[src/rtl/serial_subtractor.sv]
// Digit-serial subtractor: D = A - B - Bin, DIGIT bits per clock, LSB first, with valid/ready handshakes.
// Optional build macro SERSUB_SAT_EN clamps d to zero when the final borrow is set.
module serial_subtractor #(
    parameter int WIDTH = 8,
    parameter int DIGIT = 1
) (
    input  logic             clk,
    input  logic             rst,
    input  logic             in_valid,
    output logic             in_ready,
    input  logic [WIDTH-1:0] a,
    input  logic [WIDTH-1:0] b,
    input  logic             bin,
    output logic             out_valid,
    input  logic             out_ready,
    output logic [WIDTH-1:0] d,
    output logic             bo,
    output logic             busy
);

    localparam int NDIG = WIDTH / DIGIT;
    localparam int CW   = $clog2(NDIG) + 1;
    localparam logic [CW-1:0] LAST = CW'(NDIG - 1);

    typedef enum logic [1:0] {
        IDLE = 2'd0,
        RUN  = 2'd1,
        DONE = 2'd2
    } state_t;

    state_t           state_r, state_n;
    logic [WIDTH-1:0] a_r, a_n;
    logic [WIDTH-1:0] b_r, b_n;
    logic [WIDTH-1:0] d_r, d_n;
    logic             borrow_r, borrow_n;
    logic             bo_r, bo_n;
    logic             out_valid_r, out_valid_n;
    logic [CW-1:0]    count_r, count_n;
    logic [DIGIT:0]   slice_diff_s;
    logic [WIDTH-1:0] slice_ext_s;

    // One DIGIT-wide ripple-borrow slice; the extra top bit is the borrow out of the slice.
    always_comb begin
        slice_diff_s = {1'b0, a_r[DIGIT-1:0]} - {1'b0, b_r[DIGIT-1:0]} - {{DIGIT{1'b0}}, borrow_r};
        slice_ext_s  = '0;
        slice_ext_s[DIGIT-1:0] = slice_diff_s[DIGIT-1:0];
    end

    // Next-state and datapath update for the IDLE -> RUN -> DONE sequence.
    always_comb begin
        state_n     = state_r;
        a_n         = a_r;
        b_n         = b_r;
        d_n         = d_r;
        borrow_n    = borrow_r;
        bo_n        = bo_r;
        out_valid_n = out_valid_r;
        count_n     = count_r;
        case (state_r)
            IDLE: begin
                if (in_valid) begin
                    a_n      = a;
                    b_n      = b;
                    borrow_n = bin;
                    count_n  = '0;
                    state_n  = RUN;
                end else begin
                    state_n  = IDLE;
                end
            end
            RUN: begin
                // Result digits enter at the MSB so d is LSB-aligned after the last digit.
                a_n      = a_r >> DIGIT;
                b_n      = b_r >> DIGIT;
                d_n      = (d_r >> DIGIT) | (slice_ext_s << (WIDTH - DIGIT));
                borrow_n = slice_diff_s[DIGIT];
                count_n  = count_r + CW'(1);
                if (count_r == LAST) begin
                    bo_n        = slice_diff_s[DIGIT];
                    out_valid_n = 1'b1;
                    state_n     = DONE;
`ifdef SERSUB_SAT_EN
                    if (slice_diff_s[DIGIT]) begin
                        d_n = '0;
                    end else begin
                        d_n = (d_r >> DIGIT) | (slice_ext_s << (WIDTH - DIGIT));
                    end
`endif
                end else begin
                    state_n = RUN;
                end
            end
            DONE: begin
                if (out_ready) begin
                    out_valid_n = 1'b0;
                    state_n     = IDLE;
                end else begin
                    state_n     = DONE;
                end
            end
            default: begin
                state_n     = IDLE;
                out_valid_n = 1'b0;
            end
        endcase
    end

    // State and datapath registers with synchronous reset taking priority.
    always_ff @(posedge clk) begin
        if (rst) begin
            state_r     <= IDLE;
            a_r         <= '0;
            b_r         <= '0;
            d_r         <= '0;
            borrow_r    <= 1'b0;
            bo_r        <= 1'b0;
            out_valid_r <= 1'b0;
            count_r     <= '0;
        end else begin
            state_r     <= state_n;
            a_r         <= a_n;
            b_r         <= b_n;
            d_r         <= d_n;
            borrow_r    <= borrow_n;
            bo_r        <= bo_n;
            out_valid_r <= out_valid_n;
            count_r     <= count_n;
        end
    end

    assign in_ready  = (state_r == IDLE) && !rst;
    assign busy      = (state_r == RUN) || (state_r == DONE);
    assign out_valid = out_valid_r;
    assign d         = d_r;
    assign bo        = bo_r;

endmodule

[config.mk]
export PLATFORM = sky130hd
export DESIGN_NAME = serial_subtractor
export DESIGN_NICKNAME = d
export VERILOG_FILES = /design/src/rtl/serial_subtractor.sv
export SDC_FILE = /design/constraint.sdc
export NUM_CORES = 1
export LEC_CHECK = 0
export CAP_MARGIN = 5
export CORE_UTILIZATION = 35
export CTS_CLUSTER_SIZE = 20
export DETAILED_ROUTE_END_ITERATION = 8
export GPL_ROUTABILITY_DRIVEN = 0
export PLACE_DENSITY = 0.57
export SYNTH_ARGS = -nofsm -noshare
export SYNTH_HDL_FRONTEND = slang
export SYNTH_SLANG_ARGS = --single-unit
[constraint.sdc]
create_clock -name clk -period 2.3 [get_ports clk]
set_clock_uncertainty 0.2 [all_clocks]
set_input_delay 0.23 -clock clk [delete_from_list [all_inputs] [get_ports clk]]
set_output_delay 0.23 -clock clk [all_outputs]
set_load 0.02 [all_outputs]
==> results.md <==
- Placement-stage worst setup slack: 304.3 ps
- Most used flip-flop cell after synthesis: dfxtp_1
- Detail-routed net length per standard cell: 13.19 um
- Hold/Removal Path Class: flop to flop
- Total Neg Setup Slack: 0 ps
- Wire length reported by the detailed router: 3166 um
- Sum of overflow across all layers after global routing: 0
- Clock transition at path regs: 70 ps
- Maximum single-stage delay on the critical path: 600 ps
- Count of final max-slew check failures: 0
- Initial Utilization: 0.3690
- Fmax: 453.1 MHz
- Hold Fails Final Rpt: 0
- Cell repeated most along the worst path: inv_1
- Antenna violations before repair: 0
- Post-CTS setup repair buffer count: 0
- Via count normalized by instance count: 5.033
- List of cells traversed by the critical path: inv_1 > ha_2 > inv_1 > nor2_1 > clkdlybuf4s50_1
- Count of state elements after synthesis: 33
- Total DRC errors in the routed layout: 0
- Post-synthesis cell type count: 32
- Maximum resistive drop on vdd: 0.0003137 V
- Core Footprint: 4414 um2
- CTS sink count: 33
- Number of nets in the final layout: 214
- Count of boundary I/O pins: 33
- Reg2reg setup slack: 510 ps
- Top cell type by total area after synthesis: dfxtp_1
- P_leak: 0.7827 nW
- Synth top area cells: dfxtp_1 (41%), mux2i_1 (15%), a211oi_2 (10%)
- Cells after synthesis: 155
- Vias in the first global route: 1,272
- Fin crit period: 2207 ps
- Area of the mapped netlist: 1629 um2
- TritonCTS clock tree: built
- First-pass GRT wire length: 5437 um
- Total die area: 4932 um2
- Data required time at the worst endpoint: 1870 ps
- DP HPWL: 2191 um
- Number of warning messages in the yosys log: 0
- Synthesis-to-layout area growth: 26.73%
- Period utilization: 0.9595
- Die H: 70.23 um
- Data arrival time of the critical path: 1780 ps
- Max Cap Viol: 0
- Critical Path Start Type: flop
- Post-route ant nets: 0
- Initial drt markers: 49
- Cell total after placement: 232
- Worst relative slew slack: 0.6850
- Number of enable flip-flop cells after synthesis: 0
- Hold_buf cts: 0
- Worst Path Max Fanout: 7
- Clk Tree Root Cell: clkbuf_8
- Detailed-route via count: 1,208
- Buffers from clock root to sink, at most: 2
- Tightest Pin Transition: 472.6 ps
- Number of antenna cells inserted: 0
- Number of standard cells in the final layout excluding fillers: 240
- Number of resized instances in the post-cts repair step: 1
- Standard-cell row count: 24
- Fraction of the yosys area taken by sequential cells: 0.4055
- Worst slack on hold paths: 270.9 ps
- Portion of synthesized cell area occupied by the leading cell type: 0.4055
- Count of fill cells added during filler insertion: 420
- Share of final-layout standard cells stronger than drive strength 1: 0.2128
- Critical setup path kind: flop to output port
- Largest net degree at the start of global routing: 37
- Unrepaired setup endpoints after global routing: no
- Share of flip-flops with an asynchronous set or reset after synthesis: 0
- H-tree depth: 2
- Synthesized area per cell: 10.51 um2
- Areal power density over the cells: 653.7 nW/um2
- Element type at the critical path end: output port
- Die Wd: 70.23 um
- DRT Pass-1 Iters: 2
- Minimum setup slack in the final design: 93.10 ps
- Syn Nets: 182
- Finish-stage setup viols: 0
- Global-route usage over all layers: 0.1384
- Cell at the slowest stage of the critical path: clkdlybuf4s50_1
- Worst-skew pair later-pin latency: 280 ps
- Outcome: finished clean
- Num CTS Buffers: 5
- Number of input and output port buffers inserted: 32
## per-layer routing
metal | track usage | share of wire | up-vias
met5 | 0 | 0 | -
met4 | 0.06667 | 0.015 | 0
met3 | 0.03608 | 0.036 | 4
met2 | 0.2296 | 0.49 | 20
met1 | 0.1649 | 0.46 | 572
li1 | - | - | 612
## power by group
part / internal (W) / switching (W) / total (W)
Sequential: 0.000607 / 0.0000248 / 0.000632
Clock: 0.000270 / 0.000202 / 0.000472
Combinational: 0.000121 / 0.000124 / 0.000245
Total: 0.000999 / 0.000351 / 0.00135
## through the flow
stage          area (um2)  utilization  total power [W]
6_report             2064       0.4677         0.001350
4_1_cts              2064       0.4677         0.001375
5_1_grt              2064       0.4677         0.001417
2_1_floorplan        1629            -        0.0008279
3_5_place_dp         1961       0.4442        0.0008931
3_3_place_gp         1961       0.4442        0.0008848
## cells in the final DEF, fill, tap and decap left out, drive strengths merged
master / instances
buf: 4
or3: 1
mux2i: 24
nand2: 4
dfxtp: 33
a31oi: 1
clkinv: 1
and3b: 1
a311oi: 1
o21ai: 1
mux2: 1
inv: 5
ha: 5
nor3b: 1
nand2b: 4
nand4b: 2
a21oi: 6
clkdlybuf4s50: 32
nand3: 1
nor2b: 2
o32ai: 3
or2b: 1
a211oi: 17
a2bb2oi: 1
fa: 1
clkbuf: 7
nor2: 25
and3: 3
## layout make-up
cell class,count,area (um2),area share
multi-input cells,106,868.3,0.4206
flip-flops and latches,33,660.6,0.3200
repair buffers,36,350.3,0.1697
clock buffers,7,96.34,0.04667
well taps,52,65.06,0.03152
inverters,5,18.77,0.009091
clock inverters,1,5.005,0.002424
## cells by family after synthesis
family	synth area share
AOI/OAI and AO/OA	0.1705
adders and majority gates	0.05069
buffers and inverters	0.06297
DFF	0.4055
muxes	0.1567
and+or+nand+nor	0.1536
## synthesized netlist by cell type, types with 2 or more instances
library cell and n:
dfxtp_1 33, mux2i_1 24, a211oi_2 13, nor2_2 13, nor2_1 12, a21oi_1 6, ha_1 5, inv_1 5
a211oi_1 4, nand2_1 4, nand2b_1 4, and3_1 3, buf_2 3, buf_4 3, o32ai_1 3, clkbuf_1 2
nand4b_1 2, nor2b_1 2
## final timing paths
path | start | to | cells after the start
setup / recovery | state_r[0]$_SDFF_PP0_ | in_ready | 5
hold / removal | count_r[1]$_SDFFE_PP0P_ | count_r[1]$_SDFFE_PP0P_ | 2
setup reg to reg | state_r[1]$_SDFF_PP0_ | a_r[2]$_SDFFE_PP0P_ | 6
hold reg to reg | count_r[1]$_SDFFE_PP0P_ | count_r[1]$_SDFFE_PP0P_ | 2
## sequential cells by signal, indices dropped and copies added, names as in the netlist
signal     flops
a_r            8
b_r            8
bo             1
borrow_r       1
count_r        4
d              8
out_valid      1
state_r        2
## critical path, delay by kind of cell (launching register included)
kind	cells	cell delay (ps)
adder cells (fa/ha/maj)	1	260
flip-flops	1	330
AND/OR/NAND/NOR	1	110
buffers and inverters	3	810
(Power assumes the default switching activity.)
